`src/rtl/pwm_pkg.sv`:
```
// Shared types, default constants and the duty-code helper for the PWM measurement block.
package pwm_pkg;

    typedef enum logic [1:0] {
        SYNC,
        HIGH,
        LOW,
        STUCK
    } state_t;

    localparam int NOM_PERIOD_DEF = 256;
    localparam int TIMEOUT_DEF    = 1024;

    // Generator encoding: d+1 high cycles is code d; 0 or more than 256 cycles saturates.
    function automatic logic [7:0] sat8(input logic [31:0] hi);
        if (hi == 32'd0 || hi > 32'd256) begin
            return 8'hFF;
        end
        return 8'(hi - 32'd1);
    endfunction

endpackage

```
`src/rtl/sync_edge.sv`:
```
// Three-flop synchronizer for an asynchronous level with single-cycle rise/fall strobes.
module sync_edge (
    input  logic clk,
    input  logic rst_n,
    input  logic async_in,
    output logic lvl,
    output logic rise,
    output logic fall
);

    logic r_s1;
    logic r_s2;
    logic r_s3;

    always_ff @(posedge clk) begin
        if (!rst_n) begin
            r_s1 <= 1'b0;
            r_s2 <= 1'b0;
            r_s3 <= 1'b0;
        end else begin
            // NOTE: non-blocking so each flop takes the previous stage's old value, forming a real shift chain.
            r_s1 <= async_in;
            r_s2 <= r_s1;
            r_s3 <= r_s2;
        end
    end

    assign lvl  = r_s2;
    assign rise = r_s2 & ~r_s3;
    assign fall = ~r_s2 & r_s3;

endmodule

```
`src/rtl/pwm_meas.sv`:
```
// PWM receiver: measures high time and period between synchronized rising edges,
// reports the generator's 8-bit duty code and flags a line stuck high or low.
module pwm_meas
    import pwm_pkg::*;
#(
    parameter int CW         = 16,
    parameter int NOM_PERIOD = NOM_PERIOD_DEF,
    parameter int TIMEOUT    = TIMEOUT_DEF
) (
    input  logic          clk,
    input  logic          rst_n,
    input  logic          PWM_in,
    output logic [CW-1:0] hi_time,
    output logic [CW-1:0] period,
    output logic [7:0]    duty,
    output logic          vld,
    output logic          per_err,
    output logic          stuck_hi,
    output logic          stuck_lo
);

    localparam logic [CW-1:0] L_CNT_MAX = '1;
    localparam logic [CW-1:0] L_TIMEOUT = CW'(TIMEOUT);
    localparam logic [CW-1:0] L_NOM     = CW'(NOM_PERIOD);

    logic          w_lvl;
    logic          w_rise;
    logic          w_fall;

    logic [CW-1:0] r_cnt;
    logic [CW-1:0] r_hi_lat;

    state_t        r_state;
    state_t        w_state_nxt;
    logic          w_tmo_hit;
    logic          w_report;
    logic          w_timeout;

    logic [CW-1:0] r_hi_time;
    logic [CW-1:0] r_period;
    logic [7:0]    r_duty;
    logic          r_vld;
    logic          r_per_err;
    logic          r_stuck_hi;
    logic          r_stuck_lo;

    sync_edge u_sync (
        .clk      (clk),
        .rst_n    (rst_n),
        .async_in (PWM_in),
        .lvl      (w_lvl),
        .rise     (w_rise),
        .fall     (w_fall)
    );

    // cnt restarts at 1 on rise, so it reads H at the fall and P at the next rise.
    always_ff @(posedge clk) begin
        if (!rst_n) begin
            r_cnt    <= '0;
            r_hi_lat <= '0;
        end else begin
            if (w_rise) begin
                r_cnt <= CW'(1);
            end else if (r_cnt != L_CNT_MAX) begin
                r_cnt <= r_cnt + CW'(1);
            end
            if (w_fall) begin
                r_hi_lat <= r_cnt;
            end
        end
    end

    assign w_tmo_hit = (r_cnt == L_TIMEOUT) && !w_rise && !w_fall;

    always_ff @(posedge clk) begin
        if (!rst_n) begin
            r_state <= SYNC;
        end else begin
            r_state <= w_state_nxt;
        end
    end

    always_comb begin
        // NOTE: every output of this block gets a default first, so no path leaves one unassigned and infers a latch.
        w_state_nxt = r_state;
        w_report    = 1'b0;
        w_timeout   = 1'b0;
        case (r_state)
            SYNC: begin
                if (w_rise) begin
                    w_state_nxt = HIGH;
                end else if (w_tmo_hit) begin
                    w_state_nxt = STUCK;
                    w_timeout   = 1'b1;
                end
            end
            HIGH: begin
                if (w_fall) begin
                    w_state_nxt = LOW;
                end else if (w_tmo_hit) begin
                    w_state_nxt = STUCK;
                    w_timeout   = 1'b1;
                end
            end
            LOW: begin
                if (w_rise) begin
                    w_state_nxt = HIGH;
                    w_report    = 1'b1;
                end else if (w_tmo_hit) begin
                    w_state_nxt = STUCK;
                    w_timeout   = 1'b1;
                end
            end
            STUCK: begin
                if (w_rise) begin
                    w_state_nxt = HIGH;
                end
            end
            default: begin
                w_state_nxt = SYNC;
            end
        endcase
    end

    // A timeout keeps the last measurement; only the matching flag changes, and a dead-low line forces duty to full scale.
    always_ff @(posedge clk) begin
        if (!rst_n) begin
            r_hi_time  <= '0;
            r_period   <= '0;
            r_duty     <= '0;
            r_vld      <= 1'b0;
            r_per_err  <= 1'b0;
            r_stuck_hi <= 1'b0;
            r_stuck_lo <= 1'b0;
        end else begin
            r_vld <= 1'b0;
            if (w_report) begin
                r_period   <= r_cnt;
                r_hi_time  <= r_hi_lat;
                r_duty     <= sat8(32'(r_hi_lat));
                r_per_err  <= (r_cnt != L_NOM);
                r_stuck_hi <= 1'b0;
                r_stuck_lo <= 1'b0;
                r_vld      <= 1'b1;
            end else if (w_timeout) begin
                r_vld <= 1'b1;
                if (w_lvl) begin
                    r_stuck_hi <= 1'b1;
                end else begin
                    r_stuck_lo <= 1'b1;
                    r_duty     <= 8'hFF;
                end
            end
        end
    end

    assign hi_time  = r_hi_time;
    assign period   = r_period;
    assign duty     = r_duty;
    assign vld      = r_vld;
    assign per_err  = r_per_err;
    assign stuck_hi = r_stuck_hi;
    assign stuck_lo = r_stuck_lo;

endmodule

```
`config.mk`:
```
export PLATFORM = sky130hd
export DESIGN_NAME = pwm_meas
export DESIGN_NICKNAME = d
export VERILOG_FILES = /design/src/rtl/pwm_pkg.sv /design/src/rtl/sync_edge.sv /design/src/rtl/pwm_meas.sv
export SDC_FILE = /design/constraint.sdc
export NUM_CORES = 1
export LEC_CHECK = 0
export BUFFER_PORTS_ARGS = -buffer_cell sky130_fd_sc_hd__buf_2
export CAP_MARGIN = 0
export CORE_MARGIN = 4
export CORE_UTILIZATION = 30
export DETAILED_ROUTE_END_ITERATION = 8
export PLACE_DENSITY_LB_ADDON = 0.25
export SYNTH_ARGS = -nofsm -noshare
export SYNTH_HDL_FRONTEND = slang
export SYNTH_SLANG_ARGS = --single-unit
```
`constraint.sdc`:
```
create_clock -name clk -period 1.9 [get_ports clk]
set_clock_uncertainty 0.05 [all_clocks]
set_input_delay 0.475 -clock clk [delete_from_list [all_inputs] [get_ports clk]]
set_output_delay 0.475 -clock clk [all_outputs]
set_load 0.01 [all_outputs]
```
==> flow_summary.json <==
{
  "drc": 0,
  "synth_enable_flop_cells": 0,
  "hp-class": "primary input to flop",
  "cts_max_level": 3,
  "hold_violations": 0,
  "postSynthCellCount": 417,
  "grt_antenna_before_repair": 0,
  "grt_use_total_pct": 13.2,
  "crit_type": "flop to flop",
  "synthesis.nets": 424,
  "ant_nets": 0,
  "fin_setup_tns_ns": 0,
  "grt_max_degree": 37,
  "grt_overflow": 0,
  "die_h_um": 118,
  "grt_pass1_wl_mm": 15.1,
  "yosysWarnings": 0,
  "cts_resized": 0,
  "p_leak_uw": 0.00178,
  "seq_area_um2": 1620,
  "wl_per_cell_um": 14.2,
  "synth_top_area_share_pct": 44.9,
  "viasPerCell": 4.96,
  "tritoncts": "yes",
  "synth_top_flop_cell": "dfxtp_1",
  "postCtsSetupBuffers": 0,
  "critPathRequiredTime_ns": 2.11,
  "core_um2": 11600,
  "r2r_slack_ns": 0.1,
  "vias": 3122,
  "max_cap_violations": 0,
  "synth_seq_cells": 81,
  "synth_area_leaders": "dfxtp_1 45%, nand2_1 12%, a21boi_0 10%",
  "fillers": 1196,
  "cp.arrival_ns": 2.02,
  "end_kind": "flop",
  "setup_viol": 0,
  "cts_root_buffer": "clkbuf_16",
  "num_io_pins": 47,
  "period_minus_slack_ns": 1.80,
  "maxSlewViolCount": 0,
  "path_clk_slew_ns": 0.06,
  "netlist_area_um2": 3610,
  "clkSinkCount": 81,
  "period_share_pct": 94.9,
  "io_buffers": 46,
  "row_count": 39,
  "synth-async-reset-ratio_pct": 0,
  "synth_common_cells": "113 x nand2_1, 81 x dfxtp_1, 49 x a21boi_0",
  "first_pass_iters": 4,
  "cellPowerDensity_nw_per_um2": 794,
  "utilization_pct": 38.3,
  "relSlewSlack_pct": 70.2,
  "post-synth-top-area-cell": "dfxtp_1",
  "status": "finished clean",
  "multi_input_area_um2": 1820,
  "worst_ir_drop_vdd_v": 0.000446,
  "yosys.cell_count.top_type": "nand2_1",
  "gp_congestion": 0.840,
  "tightest_slew_ns": 0.443,
  "synth.avg_cell_area_um2": 8.67,
  "wl_mm": 8.90,
  "grt_pass1_vias": 3054,
  "area_growth_syn_to_layout_pct": 23.1,
  "fmax_ghz": 0.554,
  "seq_area_frac_synth_pct": 44.9,
  "dp_hpwl_mm": 6.61,
  "initial_core_util_pct": 31.1,
  "die_area_um2": 13900,
  "rsz0062_at_grt": "no",
  "clock_path_buffers": 2,
  "hold-worst-slack_ns": 0.297,
  "cp_max_fo": 9,
  "n_antenna_cell": 0,
  "synth_cell_type_count": 52,
  "cts_made_buffers": 9,
  "die_w_um": 118,
  "drive_gt1_share_pct": 24.1,
  "nets": 489,
  "drt_iter0_markers": 299,
  "worstSkewPairLatency_ns": 0.33,
  "cp-start-kind": "flop"
}
-- state kept, by name (all words and copies together), names as in the netlist --
| signal | cells |
|---|---|
| duty | 8 |
| u_sync.r_s1 | 1 |
| r_state | 2 |
| per_err | 1 |
| period | 16 |
| hi_time | 16 |
| r_cnt | 16 |
| vld | 1 |
| stuck_lo | 1 |
| stuck_hi | 1 |
| u_sync.lvl | 1 |
| r_hi_lat | 16 |
| u_sync.r_s3 | 1 |
-- per-stage QoR --
step	setup WS, ns	instance area, um^2	std cells	total power [uW]
final	0.0962	4450	629	3530
after global routing	0.00571	4450	629	3670
after CTS	0.0685	4450	629	3570
after detailed placement	0.0801	4170	614	1900
after global placement	0.116	4170	614	1900
after floorplan	0.150	3610	417	1850
-- cell type report --
type / count / area share, %
multi-input cells: 298 / 41.0
flip-flops and latches: 81 / 36.4
repair buffers: 84 / 11.6
clock buffers: 12 / 5.31
well taps: 143 / 4.02
clock inverters: 3 / 0.956
inverters: 8 / 0.675
-- critical path, cell delays in order (launching register included) --
cell and delay, ns:
dfxtp_1 0.38, nor4_4 0.34, nand4b_2 0.17, or4_4 0.61
a22oi_2 0.18
-- repair_timing --
item                       CTS  global route
hold endpoints to repair     0             0
hold buffers                 0             0
setup endpoints to repair    0             1
-- per-layer routing --
metal	vias to the layer above	part of all wire [%]	GRT usage [%]
li1	1581	-	-
met2	59	48	21.9
met4	0	1.7	4.91
met1	1470	46	16.4
met3	12	3.9	3.75
met5	-	0	0
-- report_power, final --
| group | total (uW) | switching (uW) | internal, uW |
|---|---|---|---|
| combinational | 141 | 77.5 | 63.0 |
| sequential | 1720 | 11.4 | 1710 |
| clock | 1670 | 662 | 1010 |
| total | 3530 | 751 | 2780 |
-- cells by family after synthesis --
logic type,Yosys count,synth area share [%]
compound gates,96,20.2
xor+xnor,6,1.45
fa+ha+maj,4,1.38
buf+inv,38,4.67
flops,81,44.9
mux,2,0.554
simple gates,190,26.9
-- worst paths after layout --
kind / start / endpoint / cells past startpoint
min reg2reg: u_sync.r_s1 / u_sync.lvl / 1
max reg2reg: r_cnt[11] / duty[3] / 4
min: PWM_in / u_sync.r_s1 / 2
max: r_cnt[11] / duty[3] / 4
-- cell usage in the layout, fill, tap and decap left out, types with 3 or more instances in the layout --
| cell type | instances |
|---|---|
| buf_2 | 46 |
| nor4_1 | 5 |
| inv_1 | 8 |
| nor2_1 | 9 |
| dfxtp_1 | 81 |
| a211oi_1 | 3 |
| a21boi_0 | 49 |
| ha_1 | 4 |
| nor4_4 | 3 |
| nor3_1 | 12 |
| a31oi_1 | 5 |
| clkbuf_1 | 3 |
| xor2_1 | 3 |
| o21ai_0 | 11 |
| nand4_1 | 3 |
| or3_1 | 3 |
| and2_1 | 5 |
| nand3_1 | 11 |
| xnor2_1 | 3 |
| and3_1 | 3 |
| clkbuf_16 | 9 |
| nand2_1 | 113 |
| a22oi_2 | 8 |
| a21oi_1 | 6 |
| o211ai_1 | 3 |
| a311oi_1 | 3 |
| buf_4 | 38 |
No activity file was read; power rests on OpenSTA's default activity.
